===== src/rtl/load_store_unit_if.sv =====
// rtl/load_store_unit_if.sv - data-memory valid/ready bus between the load/store unit and memory
interface load_store_unit_if;
  logic        mem_valid;
  logic        mem_ready;
  logic        mem_we;
  logic [3:0]  mem_wstrb;
  logic [31:0] mem_addr;
  logic [31:0] mem_wdata;
  logic [31:0] mem_rdata;

  modport master (
    output mem_valid, mem_we, mem_wstrb, mem_addr, mem_wdata,
    input  mem_ready, mem_rdata
  );

  modport slave (
    input  mem_valid, mem_we, mem_wstrb, mem_addr, mem_wdata,
    output mem_ready, mem_rdata
  );
endinterface


===== src/rtl/load_store_unit.sv =====
// rtl/load_store_unit.sv - RV32 memory-access stage, one load/store per request; LSU_MISALIGN_TRAP_EN traps misaligned H/W
module load_store_unit #(
  parameter int TIMEOUT_CYCLES = 16
) (
  input  logic                     clk,
  input  logic                     rst_n,
  input  logic                     req_valid,
  output logic                     req_ready,
  input  logic                     req_we,
  input  logic [2:0]               req_funct3,
  input  logic [31:0]              req_addr,
  input  logic [31:0]              req_wdata,
  load_store_unit_if.master        mem,
  output logic                     rsp_valid,
  output logic [31:0]              rsp_rdata,
  output logic                     rsp_err,
  output logic                     busy
);

  // Timer only needs to reach TIMEOUT_CYCLES-1; the comparison is gated off when the timeout is 0.
  localparam int TW = (TIMEOUT_CYCLES > 1) ? $clog2(TIMEOUT_CYCLES) : 1;
  localparam logic [TW-1:0] TIMER_LAST = TW'((TIMEOUT_CYCLES > 0) ? TIMEOUT_CYCLES - 1 : 0);
  localparam bit TIMEOUT_EN = (TIMEOUT_CYCLES > 0);

  typedef enum logic [1:0] {IDLE, BUS, RESP} state_t;

  state_t         state;
  logic [2:0]     funct3_q;
  logic [1:0]     off_q;
  logic [TW-1:0]  timer;

  logic           illegal;
  logic [3:0]     st_strb;
  logic [31:0]    st_data;
  logic [7:0]     ld_byte;
  logic [15:0]    ld_half;
  logic [31:0]    ld_data;

  assign req_ready = (state == IDLE);
  assign busy      = (state != IDLE);

  // Classify the incoming request and build store strobes/lane-replicated data.
  always_comb begin
    illegal = (req_funct3 == 3'b011) || (req_funct3[2:1] == 2'b11) || (req_funct3[2] && req_we);
`ifdef LSU_MISALIGN_TRAP_EN
    if (req_funct3[1:0] == 2'b01 && req_addr[0])
      illegal = 1'b1;
    if (req_funct3[1:0] == 2'b10 && req_addr[1:0] != 2'b00)
      illegal = 1'b1;
`endif
    // Halves use addr[1] only and words ignore addr[1:0], so misalignment falls to natural alignment.
    case (req_funct3[1:0])
      2'b00: begin
        st_strb = 4'b0001 << req_addr[1:0];
        st_data = {4{req_wdata[7:0]}};
      end
      2'b01: begin
        st_strb = 4'b0011 << {req_addr[1], 1'b0};
        st_data = {2{req_wdata[15:0]}};
      end
      default: begin
        st_strb = 4'b1111;
        st_data = req_wdata;
      end
    endcase
    if (!req_we)
      st_strb = 4'b0000;
  end

  // Select the addressed byte/half from the returned word and extend per funct3.
  always_comb begin
    case (off_q)
      2'd0:    ld_byte = mem.mem_rdata[7:0];
      2'd1:    ld_byte = mem.mem_rdata[15:8];
      2'd2:    ld_byte = mem.mem_rdata[23:16];
      default: ld_byte = mem.mem_rdata[31:24];
    endcase
    ld_half = off_q[1] ? mem.mem_rdata[31:16] : mem.mem_rdata[15:0];
    case (funct3_q)
      3'b000:  ld_data = {{24{ld_byte[7]}}, ld_byte};
      3'b100:  ld_data = {24'd0, ld_byte};
      3'b001:  ld_data = {{16{ld_half[15]}}, ld_half};
      3'b101:  ld_data = {16'd0, ld_half};
      default: ld_data = mem.mem_rdata;
    endcase
  end

  // Access FSM: accept in IDLE, hold the bus in BUS until ready or timeout, pulse the response in RESP.
  always_ff @(posedge clk or negedge rst_n) begin
    if (!rst_n) begin
      state         <= IDLE;
      funct3_q      <= 3'd0;
      off_q         <= 2'd0;
      timer         <= '0;
      mem.mem_valid <= 1'b0;
      mem.mem_we    <= 1'b0;
      mem.mem_wstrb <= 4'b0000;
      mem.mem_addr  <= 32'd0;
      mem.mem_wdata <= 32'd0;
      rsp_valid     <= 1'b0;
      rsp_rdata     <= 32'd0;
      rsp_err       <= 1'b0;
    end else begin
      case (state)
        IDLE: begin
          timer <= '0;
          if (req_valid) begin
            funct3_q <= req_funct3;
            off_q    <= req_addr[1:0];
            if (illegal) begin
              state     <= RESP;
              rsp_valid <= 1'b1;
              rsp_err   <= 1'b1;
              rsp_rdata <= 32'd0;
            end else begin
              state         <= BUS;
              mem.mem_valid <= 1'b1;
              mem.mem_we    <= req_we;
              mem.mem_wstrb <= st_strb;
              mem.mem_addr  <= {req_addr[31:2], 2'b00};
              mem.mem_wdata <= st_data;
            end
          end
        end
        BUS: begin
          if (mem.mem_ready) begin
            // Ready beats a same-cycle timeout.
            state         <= RESP;
            mem.mem_valid <= 1'b0;
            timer         <= '0;
            rsp_valid     <= 1'b1;
            rsp_err       <= 1'b0;
            rsp_rdata     <= mem.mem_we ? 32'd0 : ld_data;
          end else if (TIMEOUT_EN && timer == TIMER_LAST) begin
            state         <= RESP;
            mem.mem_valid <= 1'b0;
            timer         <= '0;
            rsp_valid     <= 1'b1;
            rsp_err       <= 1'b1;
            rsp_rdata     <= 32'd0;
          end else begin
            timer <= timer + 1'b1;
          end
        end
        default: begin
          state     <= IDLE;
          rsp_valid <= 1'b0;
          rsp_err   <= 1'b0;
        end
      endcase
    end
  end

endmodule


===== src/flat_wrapper.sv =====
// flat-port wrapper written by rule: the top's interface ports become plain ports
module load_store_unit_flat 
#(
  parameter int TIMEOUT_CYCLES = 16
)
  (clk, rst_n, req_valid, req_ready, req_we, req_funct3, req_addr, req_wdata, rsp_valid, rsp_rdata, rsp_err, busy, mem_mem_valid, mem_mem_we, mem_mem_wstrb, mem_mem_addr, mem_mem_wdata, mem_mem_ready, mem_mem_rdata);
  load_store_unit_if mem_i ();
  input  logic clk;
  input  logic rst_n;
  input  logic req_valid;
  output logic req_ready;
  input  logic req_we;
  input  logic [2:0] req_funct3;
  input  logic [31:0] req_addr;
  input  logic [31:0] req_wdata;
  output logic rsp_valid;
  output logic [31:0] rsp_rdata;
  output logic rsp_err;
  output logic busy;
  output wire logic [$bits(mem_i.mem_valid)-1:0] mem_mem_valid;
  output wire logic [$bits(mem_i.mem_we)-1:0] mem_mem_we;
  output wire logic [$bits(mem_i.mem_wstrb)-1:0] mem_mem_wstrb;
  output wire logic [$bits(mem_i.mem_addr)-1:0] mem_mem_addr;
  output wire logic [$bits(mem_i.mem_wdata)-1:0] mem_mem_wdata;
  input wire logic [$bits(mem_i.mem_ready)-1:0] mem_mem_ready;
  input wire logic [$bits(mem_i.mem_rdata)-1:0] mem_mem_rdata;
  assign mem_mem_valid = mem_i.mem_valid;
  assign mem_mem_we = mem_i.mem_we;
  assign mem_mem_wstrb = mem_i.mem_wstrb;
  assign mem_mem_addr = mem_i.mem_addr;
  assign mem_mem_wdata = mem_i.mem_wdata;
  assign mem_i.mem_ready = mem_mem_ready;
  assign mem_i.mem_rdata = mem_mem_rdata;
  load_store_unit #(.TIMEOUT_CYCLES(TIMEOUT_CYCLES)) u_core (.clk(clk), .rst_n(rst_n), .req_valid(req_valid), .req_ready(req_ready), .req_we(req_we), .req_funct3(req_funct3), .req_addr(req_addr), .req_wdata(req_wdata), .mem(mem_i), .rsp_valid(rsp_valid), .rsp_rdata(rsp_rdata), .rsp_err(rsp_err), .busy(busy));
endmodule

===== config.mk =====
export PLATFORM = sky130hd
export DESIGN_NAME = load_store_unit_flat
export DESIGN_NICKNAME = d
export VERILOG_FILES = /design/src/rtl/load_store_unit_if.sv /design/src/rtl/load_store_unit.sv /design/src/flat_wrapper.sv
export SDC_FILE = /design/constraint.sdc
export NUM_CORES = 1
export LEC_CHECK = 0
export CAP_MARGIN = 20
export CELL_PAD_IN_SITES_DETAIL_PLACEMENT = 2
export CELL_PAD_IN_SITES_GLOBAL_PLACEMENT = 2
export CORE_MARGIN = 2
export CORE_UTILIZATION = 26
export CTS_CLUSTER_DIAMETER = 150
export CTS_CLUSTER_SIZE = 30
export DETAILED_ROUTE_END_ITERATION = 10
export PLACE_DENSITY = 0.77
export SYNTH_ARGS = -nofsm -noshare
export SYNTH_HDL_FRONTEND = slang
export SYNTH_SLANG_ARGS = --single-unit

===== constraint.sdc =====
create_clock -name clk -period 1.95 [get_ports clk]
set_input_delay 0.2925 -clock clk [delete_from_list [all_inputs] [get_ports clk]]
set_output_delay 0.2925 -clock clk [all_outputs]
set_load 0.01 [all_outputs]

After elaboration in Yosys (flattened, before gate mapping)
Index checks and enable logic that the tools add are counted.
{"block": "word_totals", "register_bits": 113}
{"block": "classes", "addsub": 1, "bitwise_logic": 1, "n_shift": 2, "n_reduce_logical": 15, "muxes": 32, "eq_ne": 14}
{"cell": "two-way mux 32 bit", "n": 5}
{"cell": "case mux 32 bit (2 select lines)", "n": 2}
{"cell": "case mux 32 bit (4 select lines)", "n": 1}
{"cell": "case mux 8 bit (3 select lines)", "n": 1}
{"cell": "two-way mux 16 bit", "n": 1}
{"cell": "case mux 4 bit (2 select lines)", "n": 2}
{"cell": "two-way mux 4 bit", "n": 3}
{"cell": "two-way mux 1 bit", "n": 9}
{"cell": "two-way mux 2 bit", "n": 4}
{"cell": "AND reduction 4 bit", "n": 2}
{"cell": "== test 2 x 1 -> 1 bit (second input constant)", "n": 3}
{"cell": "== test 3 bit (second input constant)", "n": 2}
{"cell": "zero test 2 bit", "n": 3}
{"cell": "case mux 1 bit (2 select lines)", "n": 3}
{"cell": "AND reduction 3 bit", "n": 2}
{"cell": "adder 4 x 1 -> 4 bit (second input constant)", "n": 1}
{"cell": "== test 2 bit (second input constant)", "n": 2}
{"cell": "== test 4 bit (second input constant)", "n": 1}
{"cell": "!= test 2 bit (second input constant)", "n": 2}
{"cell": "case mux 2 bit (2 select lines)", "n": 1}
{"cell": "AND reduction 2 bit", "n": 2}
{"cell": "nonzero test 2 bit", "n": 2}
{"cell": "<< shifter 1 x 2 -> 4 bit (first input constant)", "n": 1}
{"cell": "<< shifter 2 x 2 -> 4 bit (first input constant)", "n": 1}
{"cell": "other kinds (8)", "n": 9}

Logic depth before layout (Yosys ltp)
{"block": "logic_depth", "depth_word": 6, "mapped_depth": 7}

Least setup slack after synthesis
OpenSTA, ideal clock, no wires.
{"block": "synth_timing", "path_type": "reg-to-reg", "startpoint": "register u_core.state[0]", "endpoint": "register u_core.mem.mem_wdata[5]", "required_time_ps": 1825, "path_stages_with_launch": 7, "period_less_slack_ps": 1648, "arrival_time_ps": 1523, "setup_time_ps": 125, "slack_ps": 302, "cell_sequence": "dfrtp_1 > buf_6 > nor3b_4 > nand3_2 > buf_6 > buf_6 > mux2_4"}
{"block": "synth_between", "elab_chain_cells": 2}
{"element": "from (decl)", "line_no": "load_store_unit.sv:27", "rtl": "state_t state;"}
{"element": "from (signal assigned)", "line_no": "load_store_unit.sv:91", "rtl": "state <= IDLE;"}
{"element": "from (signal assigned)", "line_no": "load_store_unit.sv:111", "rtl": "state <= RESP;"}
{"element": "from (signal assigned)", "line_no": "load_store_unit.sv:116", "rtl": "state <= BUS;"}
{"element": "zero test 2 bit", "line_no": "load_store_unit.sv:104", "rtl": "case (state)"}
{"element": "AND reduction 3 bit (no source line)"}
{"element": "to (signal assigned)", "line_no": "load_store_unit.sv:121", "rtl": "mem.mem_wdata <= st_data;"}
{"element": "to (decl)", "line_no": "load_store_unit_if.sv:12", "rtl": "output mem_valid, mem_we, mem_wstrb, mem_addr, mem_wdata,"}
No other way between the ends.
A chain may end at the register's enable or synchronous reset.

Worst setup path after layout
{"block": "layout_timing", "startpoint": "register u_core.state[0]", "endpoint": "output port busy"}
{"block": "layout_between", "elab_chain_cells": 1}
{"element": "nonzero test 2 bit", "line_no": "load_store_unit.sv:40", "rtl": "assign busy = (state != IDLE);"}
{"element": "to (decl)", "line_no": "flat_wrapper.sv:19", "rtl": "output logic busy;"}
No other way between the ends.

==> summary.md <==
| Metric | Value |
|---|---|
| Tot Pwr | approximately 11 mW |
| Pin count of the biggest net entering global routing | 46 |
| I/O Buffers | 207 |
| Startpoint Class | register |
| Worst r2r dst | u_core.rsp_rdata[23] |
| Status | finished clean |
| Core Box Area | between 15000 and 20000 um^2 |
| Vias | 4395 |
| Vias in the first global route | roughly 5.2k |
| Worst min path class | in2async |
| R2R Path Start | u_core.timer[0] |
| DP Worst Slack | -0.295 ns |
| Worst slew margin | between 30 and 40% |
| Vias per std cell | around 4.7 |
| CP Capture Type | primary output |
| DR WL/cell | between 15 and 20 um |
| Slew Viols, Final | 0 |
| Final Setup Violations | 0 |
| Main synth FF type | dfrtp_1 |
| FFs w/ async S/R, synth | 100% |
| H-Tree Depth | 4 |
| Starting Density | 26.3% |
| CTS root buf | clkbuf_16 |
| Sequential area share after synthesis | 55.9% |
| WL final | 18.2 mm |
| P_sw | around 3.5 mW |
| VDD IR max | around 670 uV |
| Total CTS buffers | 17 |
| Comb power frac | about two fifths |
| Sw frac | 31.3% |
| Clk pin slew, worst setup/hold paths | ~0.06 ns |
| Yosys cell types | 41 |
| Fin nets | roughly 770 |
| Post-DP Area | about 7600 um^2 |
| CTS tree | built |
| Leak | ~3.6 nW |
| RSZ-0062 raised after global routing | no |
| Setup Skew | ~0.009 ns |
| Number of cells in the finished layout apart from fillers | around 940 |
| Mapped Cells | about 430 |
| RePlAce Congestion | 0.738 |
| Die Area | about 21000 um^2 |
| Worst EP required | roughly 1.7 ns |
| 1st-iter DRT viols | 110 |
| Row count | 51 |
| Internal power | 7.75 mW |
| R2R depth | 6 |
| Clock buffer depth | 2 |
| Max_cap viols | 0 |
| Setup ws final | approximately 0.077 ns |
| Clock power share | approximately 28% |
| All-Layer GR Usage | a little under a fifth |
| Layout cells sized above 1 | a little under a fifth |
| EDFF count, synth | 0 |
| Initial antenna violation count | 0 |
| First-pass GRT wire length | approximately 29 mm |
| Inst Count DP | approximately 900 |
| Power density over the cells | 1370 nW/um^2 |
| Dpl hpwl | 13.6 mm |
| Post-layout instance area | roughly 8300 um^2 |
| CP arrival | around 1.6 ns |
| Hold Slack | just under 0.4 ns |
| Endpoints failing hold | 0 |
| Highest clock rate | about 0.53 GHz |
| Ys Warns | 0 |
| DRC errors left | 0 |
| Clock Latency Late Sink | roughly 0.42 ns |
| R2R Setup Slk | 0.18 ns |
| CTS Sinks | 113 |
| Sequential Power Share | between 30 and 40% |
| Die Width | about 140 um |
| Antenna viol nets, final | 0 |
| Total grt overflow | 0 |
| Synthesized area | roughly 5100 um^2 |
| Vert. Die Dim | about 140 um |
| WS Path Type | reg2out |
| Layout overhead on the synthesized area | 63.2% |
| Mean Syn Cell Area | about 12 um^2 |
| Actual slew at the worst max-slew pin | about 0.96 ns |
| Final period util | between 90% and 100% |
| IO Count | 210 |
| Critical Path Fanout Max | 5 |
| Post-synthesis register bit count | 113 |
| Final min period | 1.87 ns |
| Pre-Repair DR Iteration Count | 4 |
state kept, by name, indices dropped and copies added, names as in the netlist:
name / cells
u_core.mem.mem_wdata: 32
u_core.rsp_rdata: 32
u_core.mem.mem_addr: 30
u_core.mem.mem_wstrb: 4
u_core.timer: 4
u_core.funct3_q: 3
u_core.off_q: 2
u_core.state: 2
u_core.mem.mem_valid: 1
u_core.mem.mem_we: 1
u_core.rsp_err: 1
u_core.rsp_valid: 1
layer usage:
layer	wire [um]	global-route usage (%)	up-vias	share of wire, %
met5	0	0	-	0
met4	212	5.88	0	1.2
met3	1390	6.73	19	7.7
met2	9380	31.6	143	52
met1	7170	20.8	2221	40
li1	-	-	2012	-
worst max path at each step:
stage                               to  slack [ns]            start  cells past startpoint
2_1_floorplan  u_core.mem.mem_wdata[5]        0.30  u_core.state[0]                      6
3_3_place_gp      u_core.rsp_rdata[21]       -0.18    mem_mem_ready                      5
3_5_place_dp      u_core.rsp_rdata[28]       -0.30    mem_mem_ready                      5
4_1_cts                      req_ready        0.02  u_core.state[0]                      4
5_1_grt                      req_ready        0.01  u_core.state[0]                      4
6_report                          busy        0.08  u_core.state[0]                      3
worst max-delay path: stages, from the launching register on:
cell and delay [ns]:
dfrtp_1 0.40, buf_4 0.17, or2_2 0.30, dlygate4sd2_1 0.29
power by group through the flow:
stage	registers, mW	clock network (mW)	logic [mW]
final	3.79	3.14	4.36
after global routing	3.91	3.34	4.72
after CTS	3.81	3.24	4.44
after detailed placement	3.83	0	4.38
after global placement	3.76	0	4.24
after floorplan	4.10	0	1.39
cells in the final DEF (no fill, tap or decap), types with 2 or more instances in the layout:
cell type | netlist | routed
o21ai_0 | 44 | 44
a31oi_1 | 2 | 2
clkinv_2 | 0 | 4
dfrtp_1 | 113 | 113
mux2_4 | 3 | 3
clkdlybuf4s50_1 | 0 | 204
buf_12 | 0 | 6
mux2i_1 | 34 | 34
a221o_1 | 24 | 24
o21ai_1 | 2 | 2
a22o_1 | 2 | 2
nor2_1 | 21 | 21
clkinvlp_4 | 0 | 4
mux2_2 | 49 | 49
clkinv_4 | 0 | 2
buf_4 | 2 | 29
conb_1 | 1 | 2
a21o_1 | 7 | 7
bufinv_16 | 0 | 3
a21oi_1 | 19 | 19
inv_1 | 7 | 7
clkbuf_16 | 0 | 17
nand2_1 | 46 | 46
nand3_1 | 2 | 2
nor2b_1 | 4 | 4
synth_stat cells, types with 4 or more instances:
master      n  area [um^2]
dfrtp_1   113         2830
mux2_2     49          552
nand2_1    46          173
o21ai_0    44          220
mux2i_1    34          340
a221o_1    24          240
nor2_1     21         78.8
a21oi_1    19         95.1
clkbuf_1   14         52.6
buf_2       8         40.0
a21o_1      7         52.6
inv_1       7         26.3
nor2b_1     4         25.0
final cells by class:
| cell class | instances | area (um^2) |
|---|---|---|
| well taps | 265 | 332 |
| multi-input cells | 280 | 2070 |
| fillers | 1976 | 11000 |
| clock inverters | 14 | 166 |
| diodes | 1 | 2.50 |
| flip-flops and latches | 113 | 2830 |
| inverters | 7 | 26.3 |
| clock buffers | 17 | 425 |
| repair buffers | 242 | 2410 |
metrics by stage:
stage	TNS, ns	utilization (%)
floorplan	0	-
global placement	-5.83	39.7
detailed placement	-9.24	39.7
CTS	0	42.8
global route	0	42.9
finish	0	42.9
kinds of logic (layout without fill, tap and decap cells):
| family | count (synthesis) | after routing | synth area share (%) |
|---|---|---|---|
| AOI/OAI and AO/OA | 107 | 107 | 13.9 |
| adders and majority gates | 1 | 1 | 0.247 |
| other | 1 | 3 | 0.0741 |
| muxes | 87 | 87 | 19.0 |
| and+or+nand+nor | 83 | 83 | 7.41 |
| buffers and inverters | 37 | 280 | 3.58 |
| DFF | 113 | 113 | 55.9 |
timing repair:
item	in CTS	in global routing
setup buffers	0	0
hold endpoints to repair	29	0
gates resized for setup	3	2
endpoints found under the setup margin	18	12
hold buffers	1	0
No activity file was read; power rests on OpenSTA's default activity.
